===== src/rtl/mul8_shift_add_seq.sv =====
// Sequential unsigned shift-and-add multiplier that drives one external WIDTH-bit adder.
// Optional `MUL_EARLY_TERM_EN`: finish early once the remaining multiplier bits are all zero.
module mul8_shift_add_seq #(
  parameter int WIDTH = 8
) (
  input  logic                 clk,
  input  logic                 rst_n,
  input  logic                 in_valid,
  output logic                 in_ready,
  input  logic [WIDTH-1:0]     in_a,
  input  logic [WIDTH-1:0]     in_b,
  output logic                 out_valid,
  input  logic                 out_ready,
  output logic [2*WIDTH-1:0]   out_prod,
  output logic                 busy,
  output logic [WIDTH-1:0]     add_a,
  output logic [WIDTH-1:0]     add_b,
  output logic                 add_cin,
  input  logic [WIDTH-1:0]     add_s,
  input  logic                 add_cout
);

  localparam int CW = $clog2(WIDTH) + 1;

  // Handshake: a transfer happens on a rising edge where valid and ready are both high.
  // in_ready and out_valid are decoded from the state register only.
  typedef enum logic [1:0] {
    IDLE = 2'd0,
    CALC = 2'd1,
    DONE = 2'd2
  } state_t;

  state_t              state;
  state_t              state_next;
  logic [WIDTH-1:0]    m;
  logic [WIDTH-1:0]    acc_hi;
  logic [WIDTH-1:0]    q;
  logic [CW-1:0]       cnt;
  logic                last_step;
  logic                early;
  logic [2*WIDTH-1:0]  step_val;

  assign add_a     = acc_hi;
  assign add_b     = q[0] ? m : '0;
  assign add_cin   = 1'b0;
  assign out_prod  = {acc_hi, q};
  assign last_step = (cnt == CW'(WIDTH - 1));

`ifdef MUL_EARLY_TERM_EN
  logic [WIDTH-1:0]    live_mask;
  logic [2*WIDTH-1:0]  skip_val;

  // q[WIDTH-1-cnt:0] still holds unconsumed multiplier bits.
  assign live_mask = {WIDTH{1'b1}} >> cnt;
  assign early     = ((q & live_mask) == '0);
  assign skip_val  = {acc_hi, q} >> (CW'(WIDTH) - cnt);
`else
  assign early = 1'b0;
`endif

  always_comb begin
    // The adder carry lands in the accumulator MSB after the right shift.
    step_val = {add_cout, add_s, q[WIDTH-1:1]};
`ifdef MUL_EARLY_TERM_EN
    if (early) step_val = skip_val;
`endif
  end

  always_comb begin
    state_next = state;
    in_ready   = 1'b0;
    out_valid  = 1'b0;
    busy       = 1'b0;
    case (state)
      IDLE: begin
        in_ready = 1'b1;
        if (in_valid) state_next = CALC;
      end
      CALC: begin
        busy = 1'b1;
        if (last_step || early) state_next = DONE;
      end
      DONE: begin
        busy      = 1'b1;
        out_valid = 1'b1;
        if (out_ready) state_next = IDLE;
      end
      default: state_next = IDLE;
    endcase
  end

  always_ff @(posedge clk or negedge rst_n) begin
    if (!rst_n) begin
      state  <= IDLE;
      m      <= '0;
      acc_hi <= '0;
      q      <= '0;
      cnt    <= '0;
    end else begin
      state <= state_next;
      case (state)
        IDLE: begin
          if (in_valid) begin
            m      <= in_a;
            q      <= in_b;
            acc_hi <= '0;
            cnt    <= '0;
          end
        end
        CALC: begin
          {acc_hi, q} <= step_val;
          cnt         <= cnt + CW'(1);
        end
        default: ;
      endcase
    end
  end

endmodule


===== config.mk =====
export PLATFORM = sky130hd
export DESIGN_NAME = mul8_shift_add_seq
export DESIGN_NICKNAME = d
export VERILOG_FILES = /design/src/rtl/mul8_shift_add_seq.sv
export SDC_FILE = /design/constraint.sdc
export NUM_CORES = 1
export LEC_CHECK = 0
export CAP_MARGIN = 20
export CORE_MARGIN = 4
export CORE_UTILIZATION = 25
export DETAILED_ROUTE_END_ITERATION = 12
export PLACE_DENSITY_LB_ADDON = 0.25
export SETUP_SLACK_MARGIN = 0.15
export SYNTH_ARGS = -nofsm -noshare
export SYNTH_HDL_FRONTEND = slang
export SYNTH_SLANG_ARGS = --single-unit

===== constraint.sdc =====
create_clock -name clk -period 4.1 [get_ports clk]
set_clock_uncertainty 0.2 [all_clocks]
set_input_delay 0.82 -clock clk [delete_from_list [all_inputs] [get_ports clk]]
set_output_delay 0.82 -clock clk [all_outputs]
set_load 0.05 [all_outputs]

==> metrics.txt <==
status complete, no violations; Hold Path Depth 1; critical path depth 3; WHS Endpoint m[5]$_DFFE_PN0P_; reg-to-reg slack, setup 1.81 ns; CP bufs+invs 2; Max Fclk between 300 and 400 MHz; clock buffer depth 2; CTS tree built; Rel. slew slack between 40% and 50%; min cycle time layout 2.984 ns; starting density of the core about a quarter; core footprint 5574 µm²; reg2reg end q[2]$_DFFE_PN0P_; min-delay src m[5]$_DFFE_PN0P_; Final period util slightly above 70%; drt drc 0; CP required approximately 3 ns; number of routed nets with antenna violations 0; cells along the critical path inv_1 -> ha_1 -> clkdlybuf4s50_1; Synth top area share 51.68%; number of global-route vias before repair between 1k and 1.5k; Placer Congestion between 0.7 and 0.8; worst reg-to-reg path cell count 5; leading area contributor after synthesis dfrtp_1; Post-Synth Simple-Gate Area a little under an eighth; total wire length approximately 3300 µm; register area share after synthesis around half; Worst Setup Start Kind flip-flop; hold buffers post-CTS 0; 1st-iter DRT viols 27; max-cap viol count 0; main combinational cell family by area after synthesis multiplexers; Post-synth EDFFs 0; Placed Area approximately 2100 µm²; commonest non-fill, non-tap cells in the layout clkdlybuf4s50_1, dfrtp_1, nand2_1, mux2_2; Max VDD drop between 0.4 and 0.5 mV; Final Max Slew Viols 0; DR WL/cell 13.02 µm; adder-cell area share of the yosys netlist around 4.3%; Congestion Overflow GR 0; fillcell total 541; number of core rows 27; worst hold path class flip-flop to flip-flop; Via Count around 1.1k; CP Max Fanout 6; predominant post-synthesis flop cell dfrtp_1; Lkg Pwr about 0.93 nW; DP HPWL 2528 µm; Mapped Avg Cell Area ~12 µm²; largest cells by area after synthesis dfrtp_1, mux2_2, mux2i_1, a22o_1, buf_4; initial antenna violation count 0; Antenna diodes 0; post-route setup TNS 0 ns; crit path kind flip-flop to output pin; design area between 2000 and 2500 µm²; Slowest-stage cell, CP clkdlybuf4s50_1; final core utilization between 30 and 40%; Cells after Synth roughly 120; total track usage between 10% and 20%; reg2reg start state[1]$_DFFE_PN0P_; area delta synth->final 51.59%; TritonCTS Sinks 30; Ys Warns 0; compound-gate portion of the synthesized area about a tenth; XOR/XNOR Fraction of Synth Area 0%; DR pass1 iterations 3; largest net degree at the start of global routing 31; Die Ht approximately 84 µm; distinct cell type count after synthesis 25; most common cell after layout, fill and taps aside clkdlybuf4s50_1; Inst Count DP between 200 and 250; share of cells above drive strength 1 approximately a tenth; Max stage delay on crit path roughly 0.86 ns; Post-CTS Setup Repair Bufs 0; H-tree Lvls 2; IO buf count 63; asr flop ratio synth 100.0%; endpoints failing setup 0; io pins 65; Worst Setup End Kind output pin; Non-Filler Instances 255; RSZ-0062 raised after global routing no; worst slew pin tran about 0.76 ns; mux contribution to synthesized area around 15%; die span in x between 80 and 90 µm; final hold viol count 0; DR vias/cell approximately 4.4; synthesized area between 1000 and 1500 µm²; Nets around 220; CP arrival between 1.5 and 2 ns; Hold WS approximately 0.3 ns; first-pass GRT wire length ~5800 µm; crit-path leading delay family buffers and inverters; Reg clk slew, reported paths approximately 0.060 ns; worst skew pair latency ~0.27 ns; Yosys reg bits 30; clock buffer count from CTS 5; syn_nets approximately 160; DIE AREA ~7100 µm²; post-CTS sizing 0; Cell Pwr Density ~950 nW/µm²; CTS root buffer clkbuf_8
-- per-layer routing --
layer	track usage, %	vias up	routed length [µm]
met2	16.64	55	1566
met4	3.509	0	42
li1	-	534	-
met1	12.23	527	1413
met5	0	-	0
met3	4.220	7	297
-- power by group --
group | total (mW) | switching [mW] | internal [mW]
combinational | 1.29 | 0.809 | 0.477
clock | 0.283 | 0.101 | 0.182
sequential | 0.531 | 0.0973 | 0.433
total | 2.10 | 1.01 | 1.09
-- flip-flops by register name (all words and copies together) (netlist names) --
signal	count
q	8
add_a	8
cnt	4
m	8
state	2
-- worst register-to-register path: stages (launching register included) --
cell and delay [ns]:
dfrtp_1 0.37, inv_1 0.09, ha_1 0.36, buf_4 0.26, mux2i_4 0.61, o21ai_0 0.23
-- logic make-up (layout without fill, tap and decap cells) --
kind of cell | Yosys count | count (layout)
simple gates | 31 | 31
flops | 30 | 30
compound gates | 21 | 21
mux | 19 | 19
buf+inv | 17 | 76
fa+ha+maj | 5 | 5
other cells | 1 | 1
-- how the worst max path moves through the flow --
stage | startpoint | to | slack, ns
final | state[0]$_DFFE_PN0P_ | in_ready | 1.12
after global routing | state[0]$_DFFE_PN0P_ | in_ready | 1.01
after CTS | state[0]$_DFFE_PN0P_ | in_ready | 1.09
after detailed placement | state[0]$_DFFE_PN0P_ | in_ready | 1.40
after global placement | state[0]$_DFFE_PN0P_ | in_ready | 1.45
after floorplan | q[0]$_DFFE_PN0P_ | add_b[0] | 1.89
-- layout make-up --
type / count / area [µm²] / area share, %
clock buffer: 7 / 76.32 / 3.466
clock inverter: 1 / 30.03 / 1.364
inverter: 3 / 11.26 / 0.5114
multi-input combinational: 77 / 598.1 / 27.16
sequential: 30 / 750.7 / 34.09
tap: 72 / 90.09 / 4.091
timing repair buffer: 65 / 645.6 / 29.32
-- cell usage after synthesis (3+ instances only) --
master,n
inv_1,3
ha_1,5
and2_1,9
buf_4,9
nand2_1,13
a22o_1,9
mux2i_1,8
mux2_2,10
buf_2,5
o21ai_1,4
o21ai_0,4
dfrtp_1,30
-- per-stage QoR --
step | total power [mW] | setup slack (ns)
floorplan | 1.471 | 1.888
global placement | 1.802 | 1.451
detailed placement | 1.835 | 1.398
CTS | 2.129 | 1.091
global route | 2.226 | 1.014
finish | 2.099 | 1.116
Note: power is estimated with default switching activity, not from simulation.
